### src/rtl/teleport_ctrl.sv
// Frame-paced teleport sequencer: hide, relocate, reveal, cooldown for Bumpy.
// Define TELEPORT_BLINK_EN to make Bumpy blink at frame rate during the fades.
module teleport_ctrl #(
    parameter int NUM_OF_COLS     = 10,
    parameter int NUM_OF_ROWS     = 7,
    parameter int TILE_SHIFT      = 6,
    parameter int DEST_OFFSET_X   = 20,
    parameter int DEST_OFFSET_Y   = 20,
    parameter int FADE_FRAMES     = 8,
    parameter int COOLDOWN_FRAMES = 30
) (
    input  logic        clk,
    input  logic        resetN,
    input  logic        startOfFrame,
    input  logic        collision_tport,
    input  logic [7:0]  teleport_cordinates,
    output logic        teleport_load,
    output logic [10:0] destX,
    output logic [10:0] destY,
    output logic        hide_bumpy,
    output logic        busy,
    output logic        bad_dest
);

    localparam int CNT_MAX = (FADE_FRAMES > COOLDOWN_FRAMES) ? FADE_FRAMES : COOLDOWN_FRAMES;
    localparam int CW      = (CNT_MAX > 1) ? $clog2(CNT_MAX) : 1;
    localparam logic [CW-1:0] FADE_LAST = CW'(FADE_FRAMES - 1);
    localparam logic [CW-1:0] COOL_LAST = CW'(COOLDOWN_FRAMES - 1);

    typedef enum logic [2:0] {
        IDLE,
        FADE_OUT,
        JUMP,
        FADE_IN,
        COOLDOWN
    } state_t;

    state_t        state, state_n;
    logic [CW-1:0] cnt, cnt_n;
    logic          capture, reject;
    logic          load_n, busy_n, hide_n;

    logic [3:0]    xi, yi;
    logic          dest_ok;
    logic [10:0]   pix_x, pix_y;

    assign xi      = teleport_cordinates[7:4];
    assign yi      = teleport_cordinates[3:0];
    assign dest_ok = (int'(xi) < NUM_OF_COLS) && (int'(yi) < NUM_OF_ROWS);
    // Pixel arithmetic deliberately wraps at 11 bits.
    assign pix_x   = (11'(xi) << TILE_SHIFT) + 11'(DEST_OFFSET_X);
    assign pix_y   = (11'(yi) << TILE_SHIFT) + 11'(DEST_OFFSET_Y);

    always_comb begin
        // NOTE: every combinational output gets a default first so no path leaves it unassigned (no latch).
        state_n = state;
        cnt_n   = cnt;
        capture = 1'b0;
        reject  = 1'b0;

        case (state)
            IDLE: begin
                if (collision_tport) begin
                    if (dest_ok) begin
                        capture = 1'b1;
                        state_n = FADE_OUT;
                        cnt_n   = '0;
                    end else begin
                        reject = 1'b1;
                    end
                end
            end
            FADE_OUT: begin
                if (startOfFrame) begin
                    if (cnt == FADE_LAST) begin
                        state_n = JUMP;
                        cnt_n   = '0;
                    end else begin
                        cnt_n = cnt + CW'(1);
                    end
                end
            end
            JUMP: begin
                state_n = FADE_IN;
                cnt_n   = '0;
            end
            FADE_IN: begin
                if (startOfFrame) begin
                    if (cnt == FADE_LAST) begin
                        state_n = COOLDOWN;
                        cnt_n   = '0;
                    end else begin
                        cnt_n = cnt + CW'(1);
                    end
                end
            end
            COOLDOWN: begin
                if (startOfFrame) begin
                    if (cnt == COOL_LAST) begin
                        state_n = IDLE;
                        cnt_n   = '0;
                    end else begin
                        cnt_n = cnt + CW'(1);
                    end
                end
            end
            default: begin
                state_n = IDLE;
                cnt_n   = '0;
            end
        endcase

        // Outputs are registered from the next state so they line up with the state register.
        load_n = (state_n == JUMP);
        busy_n = (state_n != IDLE);
        hide_n = 1'b0;
        case (state_n)
            FADE_OUT, FADE_IN: begin
`ifdef TELEPORT_BLINK_EN
                hide_n = cnt_n[0];
`else
                hide_n = 1'b1;
`endif
            end
            JUMP:    hide_n = 1'b1;
            default: hide_n = 1'b0;
        endcase
    end

    always_ff @(posedge clk) begin
        // NOTE: sequential state uses non-blocking assignments so all registers update together.
        if (resetN) begin
            state         <= IDLE;
            cnt           <= '0;
            teleport_load <= 1'b0;
            destX         <= '0;
            destY         <= '0;
            hide_bumpy    <= 1'b0;
            busy          <= 1'b0;
            bad_dest      <= 1'b0;
        end else begin
            state         <= state_n;
            cnt           <= cnt_n;
            teleport_load <= load_n;
            hide_bumpy    <= hide_n;
            busy          <= busy_n;
            if (capture) begin
                destX <= pix_x;
                destY <= pix_y;
            end
            if (reject) begin
                bad_dest <= 1'b1;
            end
        end
    end

endmodule

### config.mk
export PLATFORM = sky130hd
export DESIGN_NAME = teleport_ctrl
export DESIGN_NICKNAME = d
export VERILOG_FILES = /design/src/rtl/teleport_ctrl.sv
export SDC_FILE = /design/constraint.sdc
export NUM_CORES = 1
export LEC_CHECK = 0
export CORE_AREA = 2 2 53 55
export DETAILED_ROUTE_END_ITERATION = 8
export DIE_AREA = 0 0 55 57
export PLACE_DENSITY_LB_ADDON = 0.15
export SYNTH_ARGS = -nofsm -noshare
export SYNTH_HDL_FRONTEND = slang
export SYNTH_SLANG_ARGS = --single-unit
### constraint.sdc
create_clock -name clk -period 2.5 [get_ports clk]
set_input_delay 0.375 -clock clk [delete_from_list [all_inputs] [get_ports clk]]
set_output_delay 0.375 -clock clk [all_outputs]
set_load 0.01 [all_outputs]
# ---- After elaboration in Yosys (flattened, before gate mapping)
# Cells that the tools add are included.
dict set report word_totals {
  out_inout_bits 26
  elab_cells 55
  reg_bits 34
  input_bits 12
}
dict set report classes {
  n_reduce_logical 6
  n_mux 23
  n_addsub 3
  order_cmp 2
  eq_ne 13
}
# cell n
set op_table {}
lappend op_table {{$mux 5} 6}
lappend op_table {{$mux 3} 8}
lappend op_table {{$add 10x5->11 const B} 2}
lappend op_table {{$pmux 3 s5} 1}
lappend op_table {{$pmux 5 s3} 1}
lappend op_table {{$eq 3x2->1 const B} 4}
lappend op_table {{$mux 1} 7}
lappend op_table {{$eq 3x1->1 const B} 2}
lappend op_table {{$ne 2x2->1 const B} 3}
lappend op_table {{$add 5x1->5 const B} 1}
lappend op_table {{$eq 5x3->1 const B} 1}
lappend op_table {{$eq 5x5->1 const B} 1}
lappend op_table {{$lt 4x3->1 const B} 1}
lappend op_table {{$lt 4x4->1 const B} 1}
lappend op_table {{$reduce_and 4->1} 1}
lappend op_table {{$eq 3x3->1 const B} 1}
lappend op_table {{$logic_not 3->1} 1}
lappend op_table {{$reduce_bool 3->1} 1}
lappend op_table {{$reduce_or 3->1} 1}
lappend op_table {{$ne 2x1->1 const B} 1}
lappend op_table {{$reduce_or 2->1} 1}
lappend op_table {{$logic_and 1x1->1} 1}

# ---- Depth between registers and ports, before layout
dict set report depth {
  depth_word 8
  ltp_mapped 6
  ltp_nobuf 6
}

# ---- Worst setup path before layout
# No wires, ideal clock.
dict set report synth_timing {
  path_type {register to register}
  from {register state[1]}
  to {register cnt[3]}
  arrival_time_ns 1.678
  synth_period_minus_slack_ns 1.752
  setup_time_ns 0.073
  path_stages_with_launch 6
  path_buffers 1
  path_slack_ns 0.748
  required_time_ns 2.427
  path_cell_list {dfxtp_1 buf_2 or3b_4 o22a_1 or4_4 o211ai_2}
}
dict set report synth_via {
  elab_chain_cells 4
  elab_cells_between_ends 11
  classes_between {eq/ne (7); mux (1); reduce/logical (3)}
}
# element line
set synth_rtl {}
lappend synth_rtl {{from (decl)} 38} ;# state_t state, state_n;
lappend synth_rtl {{from (signal assigned)} 142} ;# state <= state_n;
lappend synth_rtl {{$eq 3x2->1 or $eq 3x1->1 (tied branches)} 61} ;# case (state)
lappend synth_rtl {{$reduce_or 2->1 (no line)} n/a}
lappend synth_rtl {{$ne 2x1->1 (no line)} n/a}
lappend synth_rtl {{$reduce_and 4->1 (no line)} n/a}
lappend synth_rtl {{to (signal assigned)} 143} ;# cnt <= cnt_n;
lappend synth_rtl {{to (decl)} 39} ;# logic [CW-1:0] cnt, cnt_n;
# Several ways; a longest one is shown, not always the timed one.
# A chain may end at the register's enable or synchronous reset.

# ---- Worst setup path after layout
dict set report layout_timing {
  from {register state[2]}
  to {register cnt[3]}
}
# The elaborated chain is that of the path after synthesis.

==> run metrics <==
CP delay by family, top simple AND/OR/NAND/NOR gates; max cap viols 0; Buffers on Ports 27; share of layout cells above drive strength 1 0.0811; final hold vios 0; DR vias/cell 5.13; share of power burned in registers 0.569; Design Area, Final 1350 µm²; number of global-route vias before repair 902; post-synthesis cell type count 40; Core Rows 19; synthesized cell area 1080 µm²; worst hold start destY[9]$_SDFFE_PP0P_; CP Cell Sequence or3b_4 > o22a_1 > or4_4 > o211ai_2; CTS resizes 0; vias 918; Final Setup Violations 0; final global-route overflow total 0; Critical Path Fanout Max 8; period utilization 0.764; async set-reset flop share out of synthesis 0; Clk pwr share 0.263; post-CTS setup repair buffer count 0; Max Transition Viols Final 0; startpoint types flop; Die Ht 57 µm; Peak VDD IR 0.311 mV; first-pass GRT wire length 3840 µm; Detailed Routing Iterations Pass 1 4; area occupied by multi-input gates 564 µm²; leakage 0.000568 µW; Req. time, crit path 2730 ps; TritonCTS buffer count 3; internal power 459 µW; Final Skew 11.6 ps; Synth Flop Type dfxtp_1; dpl cell area 1320 µm²; initial antenna violation count 0; Starting Density 0.414; Cells after Synth 124; Synth Warn # 0; worst path bufs/invs 0; CP max stage delay 490 ps; Setup crit end kind flop; root buf cell clkbuf_4; Tmin final 1910 ps; Die W 55 µm; Post-route DRC 0; Net Sw Frac 0.258; EDFF count, synth 0; Post-Place Worst Slack 290 ps; DR WL/cell 12.6 µm; total power 618 µW; CTS tree yes; DRT iter0 DRCs 19; Fmax 0.524 GHz; Post-DP HPWL 1710 µm; Logic pwr share 0.168; post-synthesis sequential area ratio 0.388; status complete, no violations; die area 3140 µm²; FF+latch count, synth 21; CTS H-tree lvls 1; io pins 38; Final nets 163; Setup WS post-layout 591 ps; hold-fix buffers at CTS 0; Area Growth Syn to Fin 24.7%; crit path launch state[2]$_SDFF_PP0_; pin count of the biggest net entering global routing 13; Tot GR Track Use 0.163; CTS clk-pin slew, worst paths 120 ps; RePlAce Congestion 0.783; diode count 0; Power Density 458 nW/µm²; Psw 160 µW; core area 2620 µm²; Sequential cell area 420 µm²; Filler Cell Count 246; Setup CP Type flop to flop; clk_lat worst skew 300 ps; Total Wirelength 2250 µm; Hold Path Class flop to flop; slowest stage cell on the critical path or4_4; RSZ-0062 raised after global routing false; CTS Sinks 21; ANT nets after route 0; clock buffer depth 2; WP data arrival 2140 ps; mean post-synth cell area 8.74 µm²; setup_tns 0 ps; FF-to-FF Start state[2]$_SDFF_PP0_
## metal layers
layer | GRT usage | up-vias | part of all wire
met5 | 0 | - | 0
met4 | 0.0801 | 0 | 0.0076
met3 | 0.0340 | 2 | 0.051
met2 | 0.243 | 32 | 0.47
met1 | 0.221 | 425 | 0.47
li1 | - | 459 | -
## synth_stat cells, types with 3 or more instances
master / count / share of area
nor2_1: 15 / 0.052
nor3_1: 3 / 0.014
nand2_1: 6 / 0.021
mux2i_1: 7 / 0.065
dfxtp_1: 21 / 0.39
a21oi_1: 7 / 0.032
inv_1: 4 / 0.014
nand3_1: 7 / 0.032
clkbuf_1: 4 / 0.014
buf_4: 13 / 0.090
## power by group through the flow
stage | clock, µW | sequential, µW | combinational (µW)
after detailed placement | 0 | 359 | 104
after global routing | 184 | 353 | 115
after floorplan | 0 | 363 | 63.0
after global placement | 0 | 359 | 103
after CTS | 174 | 352 | 104
final | 163 | 352 | 104
## worst paths after layout
path	to	slack [ps]	depth (start not counted)
worst max-delay path	cnt[3]$_SDFFE_PP0P_	590	4
worst min-delay path	destY[9]$_SDFFE_PP0P_	490	1
worst max register to register	cnt[3]$_SDFFE_PP0P_	590	4
worst min register to register	destY[9]$_SDFFE_PP0P_	490	1
## per-stage QoR
| stage | instances | hold WS [ps] | util |
|---|---|---|---|
| 6_report | 179 | 487 | 0.517 |
| 5_1_grt | 179 | 515 | 0.517 |
| 4_1_cts | 179 | 492 | 0.517 |
| 3_5_place_dp | 175 | 469 | 0.506 |
| 3_3_place_gp | 175 | 472 | 0.506 |
| 2_1_floorplan | 133 | 481 | - |
## sequential cells by signal (all words and copies together), names as in the netlist
signal and cells:
bad_dest 1, busy 1, cnt 5, destX 5, destY 4, hide_bumpy 1
state 3, teleport_load 1
## final cells by class
class                      instances  share of cell area
clock buffer                       3              0.0167
clock inverter                     1             0.00370
inverter                           4              0.0111
multi-input combinational         90               0.418
sequential                        21               0.311
tap                               31              0.0287
timing repair buffer              29               0.211
## cells by family after synthesis
kind of cell | synth area share
xor gates and xnor gates | 0.00808
DFF | 0.388
other | 0.00346
and+or+nand+nor | 0.248
adders and majority gates | 0.0231
muxes | 0.0855
AOI/OAI and AO/OA | 0.121
buffers and inverters | 0.122
## cells in the final DEF, fill, tap and decap left out, types with 3 or more instances in the layout
cell type / n
mux2i_1: 7
nor2_1: 15
dfxtp_1: 21
inv_1: 4
clkdlybuf4s50_1: 27
nor3_1: 3
nand3_1: 7
a21oi_1: 7
nand2_1: 6
clkbuf_4: 3
conb_1: 10
(Power assumes the default switching activity.)
